## config.mk

```make
export PLATFORM = sky130hd
export DESIGN_NAME = junction_phase_scheduler
export DESIGN_NICKNAME = d
export VERILOG_FILES = /design/src/rtl/junction_phase_scheduler.sv
export SDC_FILE = /design/constraint.sdc
export NUM_CORES = 1
export LEC_CHECK = 0
export ABC_AREA = 1
export CORE_MARGIN = 2
export CORE_UTILIZATION = 55
export DETAILED_ROUTE_END_ITERATION = 6
export PLACE_DENSITY_LB_ADDON = 0.1
export SYNTH_ARGS = -nofsm -noshare
export SYNTH_HDL_FRONTEND = slang
export SYNTH_SLANG_ARGS = --single-unit
export TNS_END_PERCENT = 100
```

## constraint.sdc

```tcl
create_clock -name clock -period 12.67 [get_ports clock]
set_clock_uncertainty 0.1 [all_clocks]
set_input_delay 1.267 -clock clock [delete_from_list [all_inputs] [get_ports clock]]
set_output_delay 1.267 -clock clock [all_outputs]
set_load 0.005 [all_outputs]
```

## src/rtl/junction_phase_scheduler.sv

```systemverilog
// ---------------------------------------------------------------------------
// junction_phase_scheduler
//
// Timed phase scheduler for a 4-way junction (lanes a, b, c, d). One lane at
// a time is granted green. The green length scales with that lane's density
// reading. A starving lane is forced in, and emergency requests pre-empt
// normal service. Every hand-over goes through yellow and all-red clearance.
//
// Ports:
//   clock        - system clock, all logic on posedge
//   clear        - synchronous active-high reset, dominates everything
//   dens_a..d    - 3-bit lane density readings (0 = no traffic)
//   ss[3:0]      - level-sensitive emergency requests, ss[0]=a .. ss[3]=d
//   ID[11:0]     - lights, [11:9]=a [8:6]=b [5:3]=c [2:0]=d;
//                  per lane 100=red, 010=yellow, 001=green
//   active_lane  - lane currently or most recently granted (0=a .. 3=d)
//   phase        - 00 ALL_RED, 01 GREEN, 10 YELLOW, 11 EMERG_GREEN
//   emerg_active - high while in EMERG_GREEN
//   starve_grant - one-cycle pulse on the first cycle of a starvation grant
// ---------------------------------------------------------------------------
module junction_phase_scheduler #(
    parameter int MIN_GREEN    = 4,
    parameter int UNIT_GREEN   = 2,
    parameter int YELLOW_TIME  = 3,
    parameter int ALL_RED_TIME = 2,
    parameter int MAX_WAIT     = 32,
    parameter int TW           = 8
) (
    input  logic        clock,
    input  logic        clear,
    input  logic [2:0]  dens_a,
    input  logic [2:0]  dens_b,
    input  logic [2:0]  dens_c,
    input  logic [2:0]  dens_d,
    input  logic [3:0]  ss,
    output logic [11:0] ID,
    output logic [1:0]  active_lane,
    output logic [1:0]  phase,
    output logic        emerg_active,
    output logic        starve_grant
);

    typedef enum logic [1:0] {
        ALL_RED     = 2'b00,
        GREEN       = 2'b01,
        YELLOW      = 2'b10,
        EMERG_GREEN = 2'b11
    } phase_t;

    phase_t          phase_q, phase_d;
    logic [TW-1:0]   timer_q, timer_d;
    logic [TW-1:0]   green_cnt_q, green_cnt_d;
    logic [1:0]      active_lane_q, active_lane_d;
    logic [1:0]      last_lane_q, last_lane_d;
    logic [11:0]     id_q, id_d;
    logic            emerg_active_q, emerg_active_d;
    logic            starve_grant_q, starve_grant_d;
    logic [5:0]      wait_q [4];
    logic [5:0]      wait_d [4];

    logic [2:0]      dens [4];

    logic [1:0]      em_pick;
    logic            starve_found;
    logic [1:0]      starve_pick;
    logic [2:0]      max_dens;
    logic [1:0]      max_pick;
    logic [1:0]      idx;

    logic            do_grant;
    logic [1:0]      grant_lane;
    logic            enter_valid;
    logic [1:0]      enter_lane;
    logic [3:0]      other_ss;

    assign dens[0] = dens_a;
    assign dens[1] = dens_b;
    assign dens[2] = dens_c;
    assign dens[3] = dens_d;

    // Candidate selection for the ALL_RED decision point. Emergencies go to the
    // lowest requesting index. Starvation and max-density both walk the lanes
    // in round-robin order starting after the last granted lane. A strict
    // greater-than keeps the first lane in that order on density ties.
    always_comb begin
        em_pick      = 2'd0;
        starve_found = 1'b0;
        starve_pick  = 2'd0;
        max_dens     = 3'd0;
        max_pick     = 2'd0;
        idx          = 2'd0;
        for (int i = 3; i >= 0; i--) begin
            if (ss[i]) em_pick = 2'(i);
        end
        for (int k = 1; k <= 4; k++) begin
            idx = last_lane_q + 2'(k);
            if (!starve_found && (wait_q[idx] >= 6'(MAX_WAIT)) && (dens[idx] != 3'd0)) begin
                starve_found = 1'b1;
                starve_pick  = idx;
            end
            if (dens[idx] > max_dens) begin
                max_dens = dens[idx];
                max_pick = idx;
            end
        end
    end

    // Phase sequencing. Timers count down to 1. The cycle with timer==1 is the
    // last cycle of the phase. An idle ALL_RED parks the timer at 0 and keeps
    // re-deciding. green_cnt tracks elapsed green cycles for the early exit.
    always_comb begin
        phase_d        = phase_q;
        timer_d        = timer_q;
        green_cnt_d    = green_cnt_q;
        active_lane_d  = active_lane_q;
        last_lane_d    = last_lane_q;
        starve_grant_d = 1'b0;
        do_grant       = 1'b0;
        grant_lane     = 2'd0;
        enter_valid    = 1'b0;
        enter_lane     = 2'd0;
        other_ss       = ss & ~(4'b0001 << active_lane_q);

        case (phase_q)
            ALL_RED: begin
                if (timer_q > TW'(1)) begin
                    timer_d = timer_q - TW'(1);
                end else if (ss != 4'd0) begin
                    phase_d       = EMERG_GREEN;
                    active_lane_d = em_pick;
                    timer_d       = '0;
                    enter_valid   = 1'b1;
                    enter_lane    = em_pick;
                end else if (starve_found) begin
                    do_grant       = 1'b1;
                    grant_lane     = starve_pick;
                    starve_grant_d = 1'b1;
                end else if (max_dens != 3'd0) begin
                    do_grant   = 1'b1;
                    grant_lane = max_pick;
                end else begin
                    timer_d = '0;
                end
            end
            GREEN: begin
                if (other_ss != 4'd0) begin
                    phase_d = YELLOW;
                    timer_d = TW'(YELLOW_TIME);
                end else if (ss[active_lane_q]) begin
                    phase_d     = EMERG_GREEN;
                    timer_d     = '0;
                    enter_valid = 1'b1;
                    enter_lane  = active_lane_q;
                end else if (timer_q <= TW'(1)) begin
                    phase_d = YELLOW;
                    timer_d = TW'(YELLOW_TIME);
                end else if ((green_cnt_q >= TW'(MIN_GREEN)) && (dens[active_lane_q] == 3'd0)) begin
                    phase_d = YELLOW;
                    timer_d = TW'(YELLOW_TIME);
                end else begin
                    timer_d = timer_q - TW'(1);
                    if (green_cnt_q < TW'(MIN_GREEN)) green_cnt_d = green_cnt_q + TW'(1);
                end
            end
            YELLOW: begin
                if (timer_q > TW'(1)) begin
                    timer_d = timer_q - TW'(1);
                end else begin
                    phase_d = ALL_RED;
                    timer_d = TW'(ALL_RED_TIME);
                end
            end
            EMERG_GREEN: begin
                if (!ss[active_lane_q]) begin
                    phase_d = YELLOW;
                    timer_d = TW'(YELLOW_TIME);
                end
            end
            default: begin
                phase_d = ALL_RED;
                timer_d = TW'(ALL_RED_TIME);
            end
        endcase

        if (do_grant) begin
            phase_d       = GREEN;
            active_lane_d = grant_lane;
            last_lane_d   = grant_lane;
            timer_d       = TW'(MIN_GREEN) + TW'(UNIT_GREEN) * TW'(dens[grant_lane]);
            green_cnt_d   = TW'(1);
            enter_valid   = 1'b1;
            enter_lane    = grant_lane;
        end
    end

    // Lights are decoded from the next state so they switch on the same edge.
    always_comb begin
        id_d           = 12'b100_100_100_100;
        emerg_active_d = (phase_d == EMERG_GREEN);
        for (int i = 0; i < 4; i++) begin
            if (2'(i) == active_lane_d) begin
                if (phase_d == GREEN || phase_d == EMERG_GREEN) begin
                    id_d[(3 - i) * 3 +: 3] = 3'b001;
                end else if (phase_d == YELLOW) begin
                    id_d[(3 - i) * 3 +: 3] = 3'b010;
                end
            end
        end
    end

    // Wait counters count cycles of unserved demand. They hold rather than
    // clear when demand disappears, so a lane that flickers keeps its credit.
    always_comb begin
        for (int i = 0; i < 4; i++) begin
            wait_d[i] = wait_q[i];
            if (enter_valid && (enter_lane == 2'(i))) begin
                wait_d[i] = 6'd0;
            end else if ((dens[i] != 3'd0) &&
                         !(((phase_q == GREEN) || (phase_q == EMERG_GREEN)) && (active_lane_q == 2'(i))) &&
                         (wait_q[i] != 6'd63)) begin
                wait_d[i] = wait_q[i] + 6'd1;
            end
        end
    end

    always_ff @(posedge clock) begin
        if (clear) begin
            phase_q        <= ALL_RED;
            timer_q        <= TW'(ALL_RED_TIME);
            green_cnt_q    <= '0;
            active_lane_q  <= 2'd0;
            last_lane_q    <= 2'd3;
            id_q           <= 12'b100_100_100_100;
            emerg_active_q <= 1'b0;
            starve_grant_q <= 1'b0;
            for (int i = 0; i < 4; i++) wait_q[i] <= 6'd0;
        end else begin
            phase_q        <= phase_d;
            timer_q        <= timer_d;
            green_cnt_q    <= green_cnt_d;
            active_lane_q  <= active_lane_d;
            last_lane_q    <= last_lane_d;
            id_q           <= id_d;
            emerg_active_q <= emerg_active_d;
            starve_grant_q <= starve_grant_d;
            for (int i = 0; i < 4; i++) wait_q[i] <= wait_d[i];
        end
    end

    assign ID           = id_q;
    assign active_lane  = active_lane_q;
    assign phase        = phase_q;
    assign emerg_active = emerg_active_q;
    assign starve_grant = starve_grant_q;

endmodule

```

==> results by group <==
Outcome
  • Outcome: finished clean

Place
  • # placed instances: 778
  • RD Place Congestion: between 0.8 and 0.9
  • Port Buffers: 35
  • Place WS: 5.84 ns
  • Post-DP HPWL: 7930 µm

Clocking
  • CTS tree: done
  • Number of clock sinks: 62
  • CTS root buf: clkbuf_8
  • Clock H-tree levels: 3
  • Clk buf depth: 2
  • Post-CTS sizing: 0
  • Inserted Clock Buffers: 9
  • Post CTS Setup Buffer Count: 0
  • Clock slew at reported path FFs: approximately 0.07 ns
  • Clk_lat worst skew: 0.34 ns
  • CTS Hold Buffers Added: 0

Power and ir drop
  • Cell Pwr Density: about 180 mW/mm²
  • Combinational share of power: 0.493
  • Static leakage: roughly 2.3 nW
  • Clk pwr share: 0.204
  • Sw power: between 0.0003 and 0.0004 W
  • Net Sw Frac: 0.437
  • Seq pwr share: 0.303
  • Internal power: between 0.0004 and 0.0005 W
  • Max VDD drop: just over 0.09 mV

Critical path
  • Critical Path Sink Type: flop
  • Crit path from: last_lane_q[0]
  • Critical path peak fanout: 24
  • Crit Path Category: flop to flop
  • Worst path required time: between 10 and 15 ns
  • CP max stage delay: 0.87 ns
  • Worst EP arrival: ~7 ns
  • Worst R2R Start: last_lane_q[0]
  • Worst path slowest cell: dfxtp_1
  • Most used cell, CP: nand2_1
  • Setup crit start kind: flop

Synth
  • Fraction of registers with async set or reset after synthesis: 0
  • Syn. warnings: 0
  • Syn nets: around 690
  • Post-Syn Instances: 656
  • Primary FF master, synth: dfxtp_1
  • Mapped Area: 0.00417 mm²
  • Seq/Total Area, Yosys: 0.298
  • Seq cells post-synth: 62
  • Synthesized area per cell: about 6.4 µm²
  • Post-synth EDFFs: 0
  • Cell variety after synth: between 40 and 50

Global routing
  • Congestion Overflow GR: 0
  • Vias in the first global route: 3,887
  • Total GRT Usage: 0.252
  • Largest net degree at the start of global routing: 25
  • First-pass GRT wire length: between 15,000 and 20,000 µm
  • Initial antenna violation count: 0

Cells and area
  • Fin cells: 794
  • # nets final: 726
  • FF/Latch Area: 0.00124 mm²
  • Layout area overhead: 14.3%
  • Share of cells above drive strength 1: 0.0590
  • Ant diodes: 0
  • Fillers: about 700
  • Area of the multi-input gates: 0.00249 mm²

Worst hold path
  • HP Start: green_cnt_q[4]
  • Classification of the worst-slack hold path: flop to flop

STA
  • Final hold violations: 0
  • Clock period minus worst slack: 6.66 ns
  • Max Clock Freq: 150 MHz
  • Worst slew margin: 0.436
  • Worst setup margin: 6.01 ns
  • Pin slew with the least headroom to its limit: 0.845 ns
  • Pins Over Slew Limit: 0
  • Final setup fails: 0
  • Setup TNS: 0 ns
  • Final period util: 0.526
  • RSZ-0062 raised after global routing: false

Floorplan
  • Core Region: 0.00729 mm²
  • Die span in x: just over 90 µm
  • Initial Utilization: 0.572
  • Die area: 0.00830 mm²
  • Row count: 31
  • Io pins: 36
  • DIE HEIGHT: 91.1 µm

Drt
  • Via/cell ratio: 5.32
  • Routed WL: 10,200 µm
  • DRT Pass-1 Iters: 6
  • Vias: 4,222
  • Antenna-violating nets left: 0
  • DR iter-0 viols: 317
  • Drt drc: 0
  • WL per Instance: 12.9 µm

Job
  • Max-Cap Viols: 0
## cell usage after synthesis (4+ instances only)
cell type	instances	area (µm²)
nand2_1	197	739
inv_1	90	338
nor2_1	80	300
dfxtp_1	62	1240
nand3_1	60	300
ha_1	18	225
o21ai_0	17	85.1
xnor2_1	15	131
nand4_1	12	75.1
a21oi_1	11	55.1
xor2_1	10	87.6
nor3_1	7	35.0
nand2_2	6	37.5
a211oi_1	5	37.5
a31oi_1	5	31.3
mux2i_1	5	50.1
o21ai_2	5	43.8
buf_2	4	20.0
inv_2	4	15.0
nand3_2	4	40.0
o211ai_1	4	30.0
## state kept, by name, indices dropped and copies added (netlist names), named ones only
register and cells:
last_lane_q 2, starve_grant 1, timer_q 8, active_lane 2, wait_q 24, phase 2
green_cnt_q 8, emerg_active 1, ID 12
## worst max-delay path: cells and delay by family (launching register included)
family	cells	cell delay, ns
AO/OA/AOI/OAI	4	1.19
adder cells (fa/ha/maj)	4	1.18
buffers and inverters	4	0.65
flip-flops	1	0.87
AND/OR/NAND/NOR	21	2.59
## layout make-up
class	instances	area share
clock buffer	11	0.0297
clock inverter	5	0.0121
inverter	97	0.0764
multi-input combinational	485	0.522
sequential	62	0.260
tap	99	0.0260
timing repair buffer	35	0.0735
## routing by layer
metal / part of all wire / wire, µm / track usage / vias to the layer above
met5: 0 / 0 / 0 / -
met4: 0.022 / 229 / 0.0972 / 0
met3: 0.066 / 669 / 0.0581 / 24
met2: 0.47 / 4830 / 0.432 / 157
met1: 0.44 / 4480 / 0.305 / 1891
li1: - / - / - / 2150
## kinds of logic after synthesis
family | after synthesis | share of synthesized area
buffers and inverters | 109 | 0.106
multiplexers | 5 | 0.0120
AND/OR/NAND/NOR | 379 | 0.393
adder cells (fa/ha/maj) | 18 | 0.0540
flip-flops | 62 | 0.298
AO/OA/AOI/OAI | 58 | 0.0855
XOR/XNOR | 25 | 0.0525
## through the flow
step	power, W	instance area, µm²	hold WS [ns]	utilization
after floorplan	0.000567	4170	0.308	-
after global placement	0.000662	4570	0.315	0.627
after detailed placement	0.000672	4570	0.321	0.627
after CTS	0.000847	4770	0.332	0.654
after global routing	0.000919	4770	0.347	0.654
final	0.000848	4770	0.329	0.654
## power groups by stage
stage	Combinational, W	Sequential [W]	Clock, W
6_report	0.000418	0.000257	0.000173
4_1_cts	0.000414	0.000256	0.000177
5_1_grt	0.000473	0.000261	0.000185
3_3_place_gp	0.000403	0.000259	0
2_1_floorplan	0.000314	0.000252	0
3_5_place_dp	0.000411	0.000260	0
## placed cells by master, fill, tap and decap left out, types with 2 or more instances in the layout
master,netlist,layout
ha_1,18,18
clkbuf_8,0,10
nor3_2,2,2
clkinv_1,3,3
nand3_2,4,4
nor3_1,7,7
a211oi_1,5,5
inv_2,4,4
nand2_2,6,6
clkinv_2,0,2
o21bai_1,2,2
and2_1,3,3
o21ai_0,17,17
nand4_1,12,12
mux2i_1,5,5
o21ai_1,2,2
clkdlybuf4s50_1,0,35
o22ai_1,3,3
o211ai_1,4,4
o21ai_2,5,5
xor2_1,10,10
a21oi_1,11,11
a31oi_1,5,5
nand2_1,197,197
a22oi_1,3,3
xnor2_1,15,15
nand3_1,60,60
nor2_1,80,80
dfxtp_1,62,62
inv_1,90,90
## path summary, 6_finish.rpt
check	end	slack [ns]	cells past startpoint
worst max-delay path	timer_q[3]	6.01	33
worst min-delay path	green_cnt_q[4]	0.33	2
worst max register to register	timer_q[3]	6.01	33
worst min register to register	green_cnt_q[4]	0.33	2
No activity file was read; power rests on OpenSTA's default activity.
